<file path="src/rtl/wb_regfile_sb.sv">
// Writeback-side GPR file with per-register pending-write scoreboard and registered write port.
// Optional WB_BYPASS_EN: forwards the write-stage data to the read ports and hides the last stall cycle.
module wb_regfile_sb #(
  parameter int DW     = 32,
  parameter int PEND_W = 2
) (
  input  logic          clk,
  input  logic          rst_n,
  input  logic          iss_valid,
  input  logic          iss_jal,
  input  logic [4:0]    iss_dest,
  output logic          iss_ready,
  input  logic          wb_valid,
  input  logic          wb_jal,
  input  logic [4:0]    wb_dest,
  input  logic [DW-1:0] wb_data,
  input  logic [4:0]    rs_addr,
  input  logic [4:0]    rt_addr,
  output logic [DW-1:0] rs_data,
  output logic [DW-1:0] rt_data,
  output logic          stall
);

  localparam logic [PEND_W-1:0] PEND_MAX = '1;
  localparam logic [PEND_W-1:0] PEND_ONE = PEND_W'(1);

  logic [DW-1:0]     regs [32];
  logic [PEND_W-1:0] pend [32];

  logic              wv;
  logic [4:0]        wa;
  logic [DW-1:0]     wd;

  logic [4:0]        eff_iss;
  logic [4:0]        eff_wb;
  logic              iss_inc;
  logic              wb_take;
  logic              wr_dec;
  logic              byp_rs;
  logic              byp_rt;

  always_comb begin
    eff_iss   = iss_jal ? 5'd31 : iss_dest;
    eff_wb    = wb_jal  ? 5'd31 : wb_dest;
    iss_ready = (eff_iss == 5'd0) || (pend[eff_iss] != PEND_MAX);
    iss_inc   = iss_valid && iss_ready && (eff_iss != 5'd0);
    // Writes with no outstanding issue are dropped at capture so the counter cannot underflow.
    wb_take   = wb_valid && (eff_wb != 5'd0) && (pend[eff_wb] != '0);
    wr_dec    = wv && (pend[wa] != '0);
  end

  always_ff @(posedge clk or negedge rst_n) begin
    if (!rst_n) begin
      for (int unsigned i = 0; i < 32; i++) begin
        regs[i] <= '0;
        pend[i] <= '0;
      end
      wv <= 1'b0;
      wa <= '0;
      wd <= '0;
    end else begin
      wv <= wb_take;
      wa <= eff_wb;
      wd <= wb_data;
      if (wv && (wa != 5'd0))
        regs[wa] <= wd;
      // r0 is skipped so its counter stays zero; a coincident inc and dec cancel.
      for (int unsigned i = 1; i < 32; i++) begin
        if (iss_inc && (eff_iss == 5'(i)) && !(wr_dec && (wa == 5'(i))))
          pend[i] <= pend[i] + PEND_ONE;
        else if (wr_dec && (wa == 5'(i)) && !(iss_inc && (eff_iss == 5'(i))))
          pend[i] <= pend[i] - PEND_ONE;
      end
    end
  end

  always_comb begin
    rs_data = (rs_addr == 5'd0) ? '0 : regs[rs_addr];
    rt_data = (rt_addr == 5'd0) ? '0 : regs[rt_addr];
    byp_rs  = 1'b0;
    byp_rt  = 1'b0;
`ifdef WB_BYPASS_EN
    if (wv && (wa != 5'd0) && (wa == rs_addr)) begin
      rs_data = wd;
      byp_rs  = (pend[wa] == PEND_ONE);
    end
    if (wv && (wa != 5'd0) && (wa == rt_addr)) begin
      rt_data = wd;
      byp_rt  = (pend[wa] == PEND_ONE);
    end
`endif
    stall = ((rs_addr != 5'd0) && (pend[rs_addr] != '0) && !byp_rs) ||
            ((rt_addr != 5'd0) && (pend[rt_addr] != '0) && !byp_rt);
  end

endmodule

</file>
<file path="config.mk">
export PLATFORM = sky130hd
export DESIGN_NAME = wb_regfile_sb
export DESIGN_NICKNAME = d
export VERILOG_FILES = /design/src/rtl/wb_regfile_sb.sv
export SDC_FILE = /design/constraint.sdc
export NUM_CORES = 2
export LEC_CHECK = 0
export BUFFER_PORTS_ARGS = -buffer_cell sky130_fd_sc_hd__buf_2
export CORE_MARGIN = 5
export CORE_UTILIZATION = 40
export CTS_BUF_LIST = sky130_fd_sc_hd__clkbuf_16
export CTS_CLUSTER_DIAMETER = 200
export DETAILED_ROUTE_END_ITERATION = 16
export PLACE_DENSITY = 0.58
export SLEW_MARGIN = 40
export SYNTH_ARGS = -nofsm -noshare
export SYNTH_HDL_FRONTEND = slang
export SYNTH_SLANG_ARGS = --single-unit
</file>
<file path="constraint.sdc">
create_clock -name clk -period 3.48 [get_ports clk]
set_input_delay 0.348 -clock clk [delete_from_list [all_inputs] [get_ports clk]]
set_output_delay 0.348 -clock clk [all_outputs]
set_load 0.05 [all_outputs]
</file>
==> qor.txt <==
Status - completed
Filler cells - 13,232
CTS Buffer Depth - 3
Critical path launch point type - flop
Layout cells sized above 1 - 0.5180
Ys async rst share - 1.000
CP top delay family - compound AO/OA/AOI/OAI gates
Starting density of the core - 0.4019
Worst min path class - in -> reg
VDD IR-drop max - 0.4810 mV
Root Buffer - clkbuf_16
# DRC - 0
GR Layer Usage met2 - 0.3648
Crit end category - output pin
Final period util - 0.9755
FF+latch area - 28,170 sq um
Htree depth - 3
Leading cell type in the layout, fill and taps excluded - dfrtp_1
Pint - 27.56 mW
Required time of the critical path - 3130 ps
Maxcap violations - 0
Switching fraction of total power - 0.2877
IO Pins - 124
Post-CTS Setup Bufs - 0
Cell leakage power - 29.81 nW
Largest net degree at the start of global routing - 122
Actual slew at the worst max-slew pin - 896.1 ps
Area fraction of the dominant cell type after synthesis - 0.4672
Warnings from Yosys - 2
RSZ-0062 raised after global routing - false
Total routed wirelength - 185,300 um
CP Cell Sequence - nor2_1 -> mux4_2 -> a2111oi_1 -> nor4_1 -> nand4_1 -> buf_2
Die Wd - 398.0 um
Yosys top cell by area - dfrtp_1
Worst path slowest cell - a2111oi_1
CTS tree - yes
Clk sink count - 1,124
Flop pwr share - 0.450
Synth cell types - 62
Synth area leaders - dfrtp_1, mux4_2, mux2_2, mux2_1, clkbuf_1
Synthesis-to-finish area growth - 13.99%
Syn_nets - 4,006
Vias/cell - 6.092
Cell count after placement - 5,814
Post-Syn Area - 60,200 sq um
DR vias - 37,065
Clock Skew - 19.54 ps
Setup TNS - 0 ps
Gp weighted congestion - 0.8895
Flops & latches, synth - 1,124
Sw power - 11.13 mW
ANT nets after route - 0
Area of the multi-input gates - 30,120 sq um
Hpwl dp - 113,300 um
Vias in the first global route - 38,318
Reg clk slew, reported paths - 60 ps
Final hold vios - 0
First-pass GRT wire length - 273,300 um
EDFF count, synth - 0
CP arrival - 3050 ps
TritonCTS buffer count - 120
Grt ovf - 0
Routing usage on met3 - 0.03774
Type of the worst setup path - reg -> out
Row cnt - 142
Sequential fraction of the synthesis area - 0.4672
Synth Flop Type - dfrtp_1
Busiest grt layer - met2
Mapped Cells - 3,917
DIE AREA - 158,400 sq um
Nets@finish - 4,045
DRT iter0 DRCs - 3,043
Non-Filler Instances - 6,084
Max incr delay on CP - 520 ps
Core area - 149,800 sq um
Port bufs - 123
Die height - 398.0 um
Wire per inst - 30.45 um
M1 GR Usage - 0.3457
Highest clock rate - 294.6 MHz
Clock Latency Late Sink - 750 ps
Initial antenna violation count - 7
Slew HR - 0.3986
Pre-Repair DR Iteration Count - 7
Post-synthesis area per instance - 15.37 sq um
Leading cell types in the layout, fill and taps excluded - dfrtp_1, mux2_2, mux4_2
Max-slew violation count - 0
Worst hold margin - 71.11 ps
Clock power frac - 0.340
Placed cell areas - 64,220 sq um
Gr usage total - 0.2347
Tmin final - 3395 ps
Crit path max fanout - 6
Pwr Density - 563.9 nW/um^2
Gate power share - 0.210
Crit path buf inv count - 1
Final setup viols - 0
Fin area - 68,630 sq um
-- power by group through the flow --
stage	clock, mW	combinational, mW	sequential, mW
6_report	13.2	8.11	17.4
5_1_grt	14.0	8.67	17.7
4_1_cts	13.5	8.16	17.4
3_5_place_dp	0	8.11	17.6
3_3_place_gp	0	7.98	17.5
2_1_floorplan	0	6.17	16.7
-- per-stage QoR --
stage	total power, mW	setup slack, ps	util
finish	38.70	85.26	0.4582
global route	40.36	11.41	0.4582
CTS	39.01	28.50	0.4580
detailed placement	25.68	256.1	0.4288
global placement	25.44	278.6	0.4283
floorplan	22.91	801.0	-
-- layout make-up --
class / instances / share of cell area
Multi-Input combinational cell: 2297 / 0.4389
Sequential cell: 1124 / 0.4104
Tap cell: 2016 / 0.03676
Timing Repair Buffer: 337 / 0.05087
Clock inverter: 104 / 0.01395
Antenna cell: 8 / 0.0002917
Inverter: 76 / 0.004303
Clock buffer: 122 / 0.04449
-- timing repair --
item / 4_1_cts / 5_1_grt
resized for setup: 1 / 1
hold endpoints to repair: 164 / 0
hold buffers: 36 / 0
setup endpoints to repair: 1 / 1
-- registers in the layout, summed over array words and instances, names as in the netlist --
register / cells
pend: 62
wa: 5
regs: 1024
wv: 1
wd: 32
-- cells by family (layout without fill, tap and decap cells) --
logic type	after synthesis	after routing	share of synthesized area
muxes	1651	1651	0.4309
DFF	1124	1124	0.4672
buffers and inverters	496	639	0.03712
and+or+nand+nor	347	347	0.02708
AOI/OAI and AO/OA	175	175	0.01771
xor gates and xnor gates	93	93	0.01353
adders and majority gates	31	31	0.006443
other	0	8	0
-- cells in the mapped netlist (5+ instances only) --
master / number
dfrtp_1: 1124
mux2_2: 889
mux4_2: 653
clkbuf_1: 197
nand2_1: 129
buf_2: 112
mux2_1: 106
nor2_1: 101
inv_1: 76
buf_1: 66
o21ai_1: 64
xor2_1: 62
a21oi_1: 35
ha_1: 31
xnor2_1: 31
buf_4: 28
nor3_1: 28
nand3_1: 19
a211oi_1: 18
buf_6: 17
and3_1: 13
o21ai_0: 12
nor3b_1: 11
o211ai_1: 6
a2111oi_0: 5
a21boi_0: 5
nand3b_1: 5
nor3b_2: 5
nor4_1: 5
-- final timing paths --
kind / slack, ps / from / to / depth (start not counted)
max in group asynchronous: 2040 / rst_n / wd[18] / 4
setup / recovery: 90 / pend[32] / stall / 6
hold reg to reg: 390 / regs[1013] / regs[1013] / 0
setup reg to reg: 650 / wa[0] / pend[7] / 8
hold / removal: 70 / wb_jal / wa[4] / 2
min in group asynchronous: 160 / rst_n / regs[663] / 2
-- per-layer routing --
| layer | wire length, um | share of wire |
|---|---|---|
| met3 | 10980 | 0.059 |
| met2 | 85940 | 0.46 |
| met5 | 9 | 0.000049 |
| met4 | 4891 | 0.026 |
| met1 | 83460 | 0.45 |
Power figures use the tool's default switching activity.
